`src/rtl/res50_pkg.sv`:
```
// Shared definitions for the res50 layer scheduler: state encoding and the
// packed layer-descriptor layout.
package res50_pkg;

    localparam int W_SIZE_DEF   = 8;
    localparam int W_DELAY_DEF  = 12;
    localparam int N_LAYERS_DEF = 16;
    localparam int W_LADDR_DEF  = 4;

    typedef enum logic [2:0] {
        ST_IDLE  = 3'd0,
        ST_LOAD  = 3'd1,
        ST_START = 3'd2,
        ST_WAIT  = 3'd3,
        ST_GAP   = 3'd4,
        ST_DRAIN = 3'd5
    } sched_state_t;

    // Descriptor fields, listed LSB first.
    typedef enum logic [2:0] {
        FLD_FRAME_SIZE = 3'd0,
        FLD_HSYNC      = 3'd1,
        FLD_VSYNC      = 3'd2,
        FLD_STEP_Y     = 3'd3,
        FLD_STEP_X     = 3'd4,
        FLD_CHANNEL    = 3'd5,
        FLD_HEIGHT     = 3'd6,
        FLD_WIDTH      = 3'd7
    } desc_fld_t;

    function automatic int frame_size_w(input int w_size);
        return 2 * w_size + 3;
    endfunction

    function automatic int desc_w(input int w_size, input int w_delay, input int w_frame);
        return 5 * w_size + 2 * w_delay + w_frame;
    endfunction

    function automatic int desc_off(input desc_fld_t f, input int w_size,
                                    input int w_delay, input int w_frame);
        case (f)
            FLD_FRAME_SIZE: return 0;
            FLD_HSYNC:      return w_frame;
            FLD_VSYNC:      return w_frame + w_delay;
            FLD_STEP_Y:     return w_frame + 2 * w_delay;
            FLD_STEP_X:     return w_frame + 2 * w_delay + w_size;
            FLD_CHANNEL:    return w_frame + 2 * w_delay + 2 * w_size;
            FLD_HEIGHT:     return w_frame + 2 * w_delay + 3 * w_size;
            FLD_WIDTH:      return w_frame + 2 * w_delay + 4 * w_size;
            default:        return 0;
        endcase
    endfunction

    function automatic int desc_fld_w(input desc_fld_t f, input int w_size,
                                      input int w_delay, input int w_frame);
        case (f)
            FLD_FRAME_SIZE:        return w_frame;
            FLD_HSYNC, FLD_VSYNC:  return w_delay;
            default:               return w_size;
        endcase
    endfunction

    localparam int W_DESC_DEF = desc_w(W_SIZE_DEF, W_DELAY_DEF, frame_size_w(W_SIZE_DEF));

endpackage

```
`src/rtl/res50_desc_ram.sv`:
```
// Layer descriptor table: one synchronous write port, one combinational read port.
// Contents are deliberately not reset.
module res50_desc_ram #(
    parameter int N_LAYERS = 16,
    parameter int W_LADDR  = 4,
    parameter int W_DESC   = 83
) (
    input  logic              clk,
    input  logic              we,
    input  logic [W_LADDR-1:0] waddr,
    input  logic [W_DESC-1:0]  wdata,
    input  logic [W_LADDR-1:0] raddr,
    output logic [W_DESC-1:0]  rdata
);

    logic [W_DESC-1:0] mem [N_LAYERS];

    always_ff @(posedge clk) begin
        if (we) mem[waddr] <= wdata;
    end

    assign rdata = mem[raddr];

endmodule

```
`src/rtl/res50_layer_sched.sv`:
```
// Sequences res50_fsm over a programmed list of layers: load descriptor,
// pulse start, wait for the last beat of the frame, idle for a gap, repeat.
module res50_layer_sched
    import res50_pkg::*;
#(
    parameter int W_SIZE       = W_SIZE_DEF,
    parameter int W_FRAME_SIZE = frame_size_w(W_SIZE),
    parameter int W_DELAY      = W_DELAY_DEF,
    parameter int N_LAYERS     = N_LAYERS_DEF,
    parameter int W_LADDR      = W_LADDR_DEF,
    parameter int W_DESC       = desc_w(W_SIZE, W_DELAY, W_FRAME_SIZE)
) (
    input  logic                    clk,
    input  logic                    rstn,
    input  logic                    i_cfg_we,
    input  logic [W_LADDR-1:0]      i_cfg_addr,
    input  logic [W_DESC-1:0]       i_cfg_wdata,
    input  logic                    i_run,
    input  logic [W_LADDR:0]        i_num_layers,
    input  logic [W_DELAY-1:0]      i_gap,
    input  logic                    i_abort,
    input  logic                    i_ctrl_data_run,
    input  logic                    i_end_frame,
    output logic [W_SIZE-1:0]       q_width,
    output logic [W_SIZE-1:0]       q_height,
    output logic [W_SIZE-1:0]       q_channel,
    output logic [W_SIZE-1:0]       q_step_x,
    output logic [W_SIZE-1:0]       q_step_y,
    output logic [W_DELAY-1:0]      q_vsync_delay,
    output logic [W_DELAY-1:0]      q_hsync_delay,
    output logic [W_FRAME_SIZE-1:0] q_frame_size,
    output logic                    q_start,
    output logic                    o_busy,
    output logic [W_LADDR-1:0]      o_cur_layer,
    output logic                    o_layer_done,
    output logic                    o_seq_done,
    output logic                    o_aborted,
    output logic                    o_cfg_err
);

    localparam int OFF_WIDTH   = desc_off(FLD_WIDTH,      W_SIZE, W_DELAY, W_FRAME_SIZE);
    localparam int OFF_HEIGHT  = desc_off(FLD_HEIGHT,     W_SIZE, W_DELAY, W_FRAME_SIZE);
    localparam int OFF_CHANNEL = desc_off(FLD_CHANNEL,    W_SIZE, W_DELAY, W_FRAME_SIZE);
    localparam int OFF_STEP_X  = desc_off(FLD_STEP_X,     W_SIZE, W_DELAY, W_FRAME_SIZE);
    localparam int OFF_STEP_Y  = desc_off(FLD_STEP_Y,     W_SIZE, W_DELAY, W_FRAME_SIZE);
    localparam int OFF_VSYNC   = desc_off(FLD_VSYNC,      W_SIZE, W_DELAY, W_FRAME_SIZE);
    localparam int OFF_HSYNC   = desc_off(FLD_HSYNC,      W_SIZE, W_DELAY, W_FRAME_SIZE);
    localparam int OFF_FRAME   = desc_off(FLD_FRAME_SIZE, W_SIZE, W_DELAY, W_FRAME_SIZE);

    localparam logic [W_LADDR:0]   ONE_L = (W_LADDR+1)'(1);
    localparam logic [W_LADDR:0]   N_MAX = (W_LADDR+1)'(N_LAYERS);
    localparam logic [W_DELAY-1:0] ONE_G = W_DELAY'(1);

    sched_state_t       state, state_nx;
    logic [W_LADDR:0]   layer, num_layers, run_n;
    logic [W_DELAY-1:0] gap, gap_cnt;
    logic               abort_flag;
    logic [W_DESC-1:0]  rd_desc;
    logic               frame_end, last_layer, tbl_we;
    logic               do_run, do_load, layer_inc, gap_clr, gap_inc, set_abort, clr_abort;
    logic               layer_done_nx, seq_done_nx, aborted_nx;

    // Only the last beat of the fsm counts; end_frame alone may be a stalled beat.
    assign frame_end  = i_end_frame & i_ctrl_data_run;
    assign last_layer = (layer == num_layers - ONE_L);
    assign run_n      = (i_num_layers > N_MAX) ? N_MAX : i_num_layers;
    assign tbl_we     = i_cfg_we && (state == ST_IDLE);

    res50_desc_ram #(
        .N_LAYERS (N_LAYERS),
        .W_LADDR  (W_LADDR),
        .W_DESC   (W_DESC)
    ) u_desc_ram (
        .clk   (clk),
        .we    (tbl_we),
        .waddr (i_cfg_addr),
        .wdata (i_cfg_wdata),
        .raddr (layer[W_LADDR-1:0]),
        .rdata (rd_desc)
    );

    always_comb begin
        state_nx      = state;
        do_run        = 1'b0;
        do_load       = 1'b0;
        layer_inc     = 1'b0;
        gap_clr       = 1'b0;
        gap_inc       = 1'b0;
        set_abort     = 1'b0;
        clr_abort     = 1'b0;
        layer_done_nx = 1'b0;
        seq_done_nx   = 1'b0;
        aborted_nx    = 1'b0;
        case (state)
            ST_IDLE: begin
                if (i_run) begin
                    if (run_n == '0) begin
                        seq_done_nx = 1'b1;
                    end else begin
                        do_run    = 1'b1;
                        clr_abort = 1'b1;
                        state_nx  = ST_LOAD;
                    end
                end
            end
            ST_LOAD: begin
                do_load   = 1'b1;
                set_abort = i_abort;
                state_nx  = ST_START;
            end
            ST_START: begin
                set_abort = i_abort;
                state_nx  = ST_WAIT;
            end
            ST_WAIT: begin
                // A frame end in the same cycle as an abort completes the layer first;
                // the abort is then taken from GAP.
                if (frame_end) begin
                    layer_done_nx = 1'b1;
                    set_abort     = i_abort;
                    if (last_layer) begin
                        seq_done_nx = 1'b1;
                        clr_abort   = 1'b1;
                        state_nx    = ST_IDLE;
                    end else begin
                        layer_inc = 1'b1;
                        gap_clr   = 1'b1;
                        state_nx  = ST_GAP;
                    end
                end else if (i_abort || abort_flag) begin
                    state_nx = ST_DRAIN;
                end
            end
            ST_GAP: begin
                if (i_abort || abort_flag) begin
                    aborted_nx = 1'b1;
                    clr_abort  = 1'b1;
                    state_nx   = ST_IDLE;
                end else if (gap_cnt == gap) begin
                    state_nx = ST_LOAD;
                end else begin
                    gap_inc = 1'b1;
                end
            end
            ST_DRAIN: begin
                if (frame_end) begin
                    layer_done_nx = 1'b1;
                    aborted_nx    = 1'b1;
                    clr_abort     = 1'b1;
                    state_nx      = ST_IDLE;
                end
            end
            default: state_nx = ST_IDLE;
        endcase
    end

    always_ff @(posedge clk) begin
        if (!rstn) begin
            state         <= ST_IDLE;
            layer         <= '0;
            num_layers    <= '0;
            gap           <= '0;
            gap_cnt       <= '0;
            abort_flag    <= 1'b0;
            o_layer_done  <= 1'b0;
            o_seq_done    <= 1'b0;
            o_aborted     <= 1'b0;
            o_cfg_err     <= 1'b0;
            q_width       <= '0;
            q_height      <= '0;
            q_channel     <= '0;
            q_step_x      <= '0;
            q_step_y      <= '0;
            q_vsync_delay <= '0;
            q_hsync_delay <= '0;
            q_frame_size  <= '0;
        end else begin
            state        <= state_nx;
            o_layer_done <= layer_done_nx;
            o_seq_done   <= seq_done_nx;
            o_aborted    <= aborted_nx;
            o_cfg_err    <= i_cfg_we && (state != ST_IDLE);

            if (do_run) begin
                num_layers <= run_n;
                gap        <= i_gap;
                layer      <= '0;
            end else if (layer_inc) begin
                layer <= layer + ONE_L;
            end

            if (gap_clr)      gap_cnt <= '0;
            else if (gap_inc) gap_cnt <= gap_cnt + ONE_G;

            if (clr_abort)      abort_flag <= 1'b0;
            else if (set_abort) abort_flag <= 1'b1;

            if (do_load) begin
                q_width       <= rd_desc[OFF_WIDTH   +: W_SIZE];
                q_height      <= rd_desc[OFF_HEIGHT  +: W_SIZE];
                q_channel     <= rd_desc[OFF_CHANNEL +: W_SIZE];
                q_step_x      <= rd_desc[OFF_STEP_X  +: W_SIZE];
                q_step_y      <= rd_desc[OFF_STEP_Y  +: W_SIZE];
                q_vsync_delay <= rd_desc[OFF_VSYNC   +: W_DELAY];
                q_hsync_delay <= rd_desc[OFF_HSYNC   +: W_DELAY];
                q_frame_size  <= rd_desc[OFF_FRAME   +: W_FRAME_SIZE];
            end
        end
    end

    assign q_start     = (state == ST_START);
    assign o_busy      = (state != ST_IDLE);
    assign o_cur_layer = layer[W_LADDR-1:0];

endmodule
```
`config.mk`:
```
export PLATFORM = sky130hd
export DESIGN_NAME = res50_layer_sched
export DESIGN_NICKNAME = d
export VERILOG_FILES = /design/src/rtl/res50_pkg.sv /design/src/rtl/res50_desc_ram.sv /design/src/rtl/res50_layer_sched.sv
export SDC_FILE = /design/constraint.sdc
export NUM_CORES = 2
export LEC_CHECK = 0
export ABC_AREA = 1
export BUFFER_PORTS_ARGS = -buffer_cell sky130_fd_sc_hd__buf_2
export CAP_MARGIN = 40
export CORE_MARGIN = 10
export CORE_UTILIZATION = 42
export CTS_BUF_LIST = sky130_fd_sc_hd__clkbuf_8
export CTS_CLUSTER_SIZE = 14
export DETAILED_ROUTE_END_ITERATION = 10
export PLACE_DENSITY = 0.55
export REMOVE_ABC_BUFFERS = 1
export SETUP_SLACK_MARGIN = 0.15
export SYNTH_ARGS = -nofsm -noshare
export SYNTH_HDL_FRONTEND = slang
export SYNTH_SLANG_ARGS = --single-unit
```
`constraint.sdc`:
```
create_clock -name clk -period 13.15 [get_ports clk]
set_input_delay 1.9725 -clock clk [delete_from_list [all_inputs] [get_ports clk]]
set_output_delay 1.9725 -clock clk [all_outputs]
set_load 0.02 [all_outputs]
```
# Word-level counts from Yosys, hierarchy flattened
# Memory sizes are Yosys's and may differ from the RTL's. A register that Yosys moved wholly into a read port is not among the register bits.
# Index checks and enable logic that the tools add are counted.
# totals
regBits,42
latch_bits,0
ram_bits,1328
romBits,0
input_bits,111
out_inout_bits,93
wordCells,76
n_memories,1
# mem_list
name,depth,width,read_ports,rd_ports_with_merged_regs,write_ports,line_no,rtl
u_desc_ram.mem,16,83,1,1,1,res50_desc_ram.sv:16,logic [W_DESC-1:0] mem [N_LAYERS];
# op_classes
n_addsub,3
mul,0
div,0
order_cmp,1
n_eq_ne,12
n_shift,0
n_mux,33
bitwise,2
reduce_logical,14
# op_table
cell,n
two-way mux 3 bit,8
two-way mux 1 bit,19
case mux 3 bit (6 select lines),1
adder 12 x 1 -> 12 bit (second input constant),1
equality test 12 bit,1
OR reduction 2 bit,5
equality test 3 x 2 -> 1 bit (second input constant),2
equality test 3 bit (second input constant),2
!= test 2 bit (second input constant),3
!= test 3 bit (second input constant),2
case mux 1 bit (2 select lines),3
adder 5 x 1 -> 5 bit (second input constant),1
equality test 5 bit,1
greater-than comparator 5 bit (second input constant),1
logical NOT 5 bit,1
two-way mux 5 bit,1
AND reduction 5 bit,1
subtractor 5 x 1 -> 5 bit (second input constant),1
case mux 1 bit (4 select lines),1
equality test 3 x 1 -> 1 bit (second input constant),1
logical NOT 3 bit,1
nonzero test 3 bit,1
logical AND 1 bit,2
AND reduction 2 bit,1
other kinds (4),4

# Depth between registers and ports, before layout
# depth
word_depth,7
mapped_depth,13
mapped_depth_nobuf,13

# Modules after synthesis
# A second synthesis with hierarchy kept.
# hier_totals
cells_unflattened,6086
area_unflattened_um2,62413.6
# by_module_without_submodules
mod,instances,cells_each,area_each_um2,seq_area_each_um2
res50_desc_ram,1,5371,57121.0,39878.2
res50_layer_sched,1,715,5292.6,2502.4

# Worst setup path before layout
# OpenSTA, ideal clock, no wires.
# synth_timing
path_kind,input -> register
from,input i_cfg_we
to,"memory u_desc_ram.mem[0][0], enable pin"
setup_time_ps,525
t_arrival_ps,5822
t_required_ps,12625
setup_slack_ps,6802
path_stages,4
n_path_buf,0
path_cell_list,inv_1 nor2_1 nand3_1 nor2_1
# synth_via
elab_chain_cells,3
# synth_rtl
item,line_no,rtl
start: declaration,res50_layer_sched.sv:15,"input logic i_cfg_we,"
logical AND 1 bit,res50_layer_sched.sv:67,assign tbl_we = i_cfg_we && (state == ST_IDLE);
two-way mux 1 bit,res50_desc_ram.sv:19,if (we) mem[waddr] <= wdata;
two-way mux 1 bit (not written as such),res50_desc_ram.sv:19,
end: declaration,res50_desc_ram.sv:16,
# No other way between the ends.

# Worst setup path after layout
# layout_timing
from,register layer[0]
to,output o_cur_layer[0]
# layout_lines
item,line_no,rtl
start: declaration,res50_layer_sched.sv:55,"logic [W_LADDR:0] layer, num_layers, run_n;"
start signal: assignment,res50_layer_sched.sv:189,layer <= layer + ONE_L;
end: declaration,res50_layer_sched.sv:34,"output logic [W_LADDR-1:0] o_cur_layer,"
# No word-level cell between the ends.

==> run_results.csv <==
group,metric,value,unit
drt,vias,36720,
logic_synthesis,synth_area_per_cell,12.48,sq um
clock_tree,h-tree-depth,4,
placed_design,gp_congestion,0.7845,
floorplan,die-width,387.6,um
clock_tree,cts.reportedPaths.clkPinSlew,0.06,ns
sta,setup_viol,0,
final_layout,final_cells,6726,
global_route,grt_antenna_before_repair,18,
drt,wirelength,155400,um
logic_synthesis,synth-seq-area-share,0.7466,
floorplan,io_pins,204,
logic_synthesis,synth_cell_types,35,
sta,worst_slew_pin_slew,1.163,ns
placed_design,dp.cells,6289,
sta,finalClockSkew,0.05000,ns
logic_synthesis,ys_seq_elements,1453,
floorplan,die_h,387.6,um
final_layout,syn_to_final_growth,13.16,%
worst_setup_path,crit_required,11.18,ns
sta,finalSetupTns,0,ns
logic_synthesis,synth_area,56760,sq um
clock_tree,cts_sinks,1453,
clock_tree,numCtsBuffers,234,
sta,fin_crit_sh,0.3728,
final_layout,finalNetCount,4872,
final_layout,layout-drive-gt1-share,0.1264,
clock_tree,root_buffer,"clkbuf_8",
drt,drc,0,
sta,hold_viol_final,0,
sta,maxSlewHeadroom,0.2249,
sta,maxSlewViolCount,0,
clock_tree,clock_path_buffers,3,
placed_design,port_buffers,203,
sta,finalCriticalPeriod,4.902,ns
clock_tree,ctsResizeCount,0,
clock_tree,clkLatencyLatePin,0.93,ns
global_route,grt_first_pass_wirelength,232500,um
power,p_leak,22.22,nW
clock_tree,hold_buffers,0,
worst_setup_path,cp-end-kind,"output port",
drt,wl_met2,72690,um
worst_setup_path,arrival,2.93,ns
run_status,status,"finished, final reports clean",
drt,drtPass1Iterations,5,
final_layout,multiInputGateArea,12830,sq um
floorplan,initial_core_util,0.4243,
drt,routed.top_layer,"met5",
logic_synthesis,yosysWarnings,0,
placed_design,dpl.hpwl,84520,um
drt,wire_per_inst,23.11,um
worst_setup_path,cp_max_fo,44,
global_route,grt-ovfl-total,0,
floorplan,die_area,150300,sq um
drt,postRouteAntennaNets,0,
worst_setup_path,startpoint_type,"register",
clock_tree,cts_tree,"built",
global_route,grtUsageTotal,0.2000,
clock_tree,post_cts_buffers,0,
drt,drt_iter0_markers,3184,
floorplan,fp-row-count,134,
final_layout,final-seq-area,42390,sq um
drt,m1WireLength,70250,um
power,peakVddDrop,0.0001088,V
global_route,grt_pass1_vias,35810,
run,maxCapViolCount,0,
global_route,grt_max_degree,237,
worst_setup_path,worst-setup-path-type,"register to output port",
power,powerDensity,155.8,nW/um^2
worst_hold_path,hold_path.class,"register to register",
sta,grt_setup_unrepaired,"false",
sta,clock.fmax,0.2040,GHz
floorplan,core,133800,sq um
drt,wl_met3,9596,um
final_layout,nFillCells,12020,
logic_synthesis,synthCells,4547,
drt,vias_per_cell,5.459,
-- cell usage after synthesis (all sizes together) --
cell | count | share of area
xor2 | 9 | 0.0014
ha | 3 | 0.00066
a21oi | 198 | 0.018
inv | 57 | 0.0038
o21ai | 632 | 0.056
a211oi | 1 | 0.00013
o22ai | 13 | 0.0014
clkbuf | 187 | 0.012
xnor2 | 5 | 0.00077
nor3 | 11 | 0.00097
edfxtp | 1328 | 0.70
dfxtp | 125 | 0.044
buf | 120 | 0.014
nand3b | 1 | 0.00013
nand3 | 332 | 0.029
or2 | 1 | 0.00011
o211ai | 70 | 0.0097
nand2 | 599 | 0.040
nor2 | 751 | 0.050
o221ai | 96 | 0.015
nand4 | 5 | 0.00055
a31oi | 1 | 0.00011
o32ai | 2 | 0.00031
-- state kept, by name (all words and copies together), names as in the netlist, 3 cells and up --
name and count:
state 3, q_step_y 8, q_step_x 8, q_height 8, gap_cnt 12, u_desc_ram.mem 1328, num_layers 5, q_frame_size 19
layer 5, q_hsync_delay 12, q_vsync_delay 12, q_channel 8, q_width 8, gap 12
-- logic make-up after synthesis --
kind of cell               Yosys count  share of synthesized area
and+or+nand+nor                   1700                     0.1205
AOI/OAI and AO/OA                 1013                     0.1003
xor gates and xnor gates            14                   0.002160
adders and majority gates            3                  0.0006613
buffers and inverters              364                    0.02971
DFF                               1453                     0.7466
-- report_power, final --
group | switching, mW | internal, mW | total [mW]
Combinational | 0.697 | 0.241 | 0.939
Sequential | 0.116 | 5.26 | 5.37
Clock | 1.79 | 1.90 | 3.70
-- cells in the final DEF (no fill, tap or decap), drive strengths merged --
| cell type | count |
|---|---|
| clkinvlp | 2 |
| o221ai | 96 |
| xnor2 | 5 |
| nand2 | 599 |
| o22ai | 13 |
| nor3 | 11 |
| dfxtp | 125 |
| clkbuf | 262 |
| nor2 | 751 |
| a21oi | 198 |
| a211oi | 1 |
| inv | 166 |
| buf | 282 |
| diode | 6 |
| a31oi | 1 |
| o211ai | 70 |
| xor2 | 9 |
| or2 | 1 |
| ha | 3 |
| edfxtp | 1328 |
| bufinv | 4 |
| o21ai | 632 |
| nand3b | 1 |
| nand4 | 5 |
| o32ai | 2 |
| clkinv | 53 |
| nand3 | 332 |
-- metrics by stage --
| stage | power (mW) | setup slack [ns] | utilization | hold slack, ns | area [sq um] |
|---|---|---|---|---|---|
| final | 10.01 | 8.248 | 0.4801 | 0.4662 | 64230 |
| after global routing | 10.42 | 8.104 | 0.4801 | 0.4786 | 64230 |
| after CTS | 10.12 | 8.147 | 0.4799 | 0.4669 | 64210 |
| after detailed placement | 6.418 | 7.863 | 0.4465 | 0.4524 | 59740 |
| after global placement | 6.398 | 7.756 | 0.4421 | 0.4531 | 59150 |
| after floorplan | 5.967 | -16.16 | - | 0.4365 | 55290 |
-- per-layer routing --
metal	up-vias	track usage
li1	16950	-
met1	18330	0.2824
met2	1216	0.3165
met3	218	0.03471
met4	6	0.05753
met5	-	0
-- critical path: stages, from the launching register on --
cell     delay, ns
dfxtp_4       0.63
buf_4         0.50
buf_4         0.51
buf_2         0.36
-- worst paths after layout --
check | to | startpoint | slack [ns] | depth (start not counted)
worst min-delay path | gap[3] | gap[3] | 0.47 | 2
worst min register to register | gap[3] | gap[3] | 0.47 | 2
worst max register to register | q_step_x[5] | layer[0] | 8.78 | 11
worst max-delay path | o_cur_layer[0] | layer[0] | 8.25 | 3
-- area by class of cell --
class	count	share of cell area
Sequential cell	1453	0.6600
Multi-Input combinational cell	2730	0.1998
Clock buffer	262	0.05614
Tap cell	1768	0.03444
Timing Repair Buffer	282	0.03226
Clock inverter	168	0.01352
Inverter	57	0.003662
Antenna cell	6	0.0002337
(Power assumes the default switching activity.)
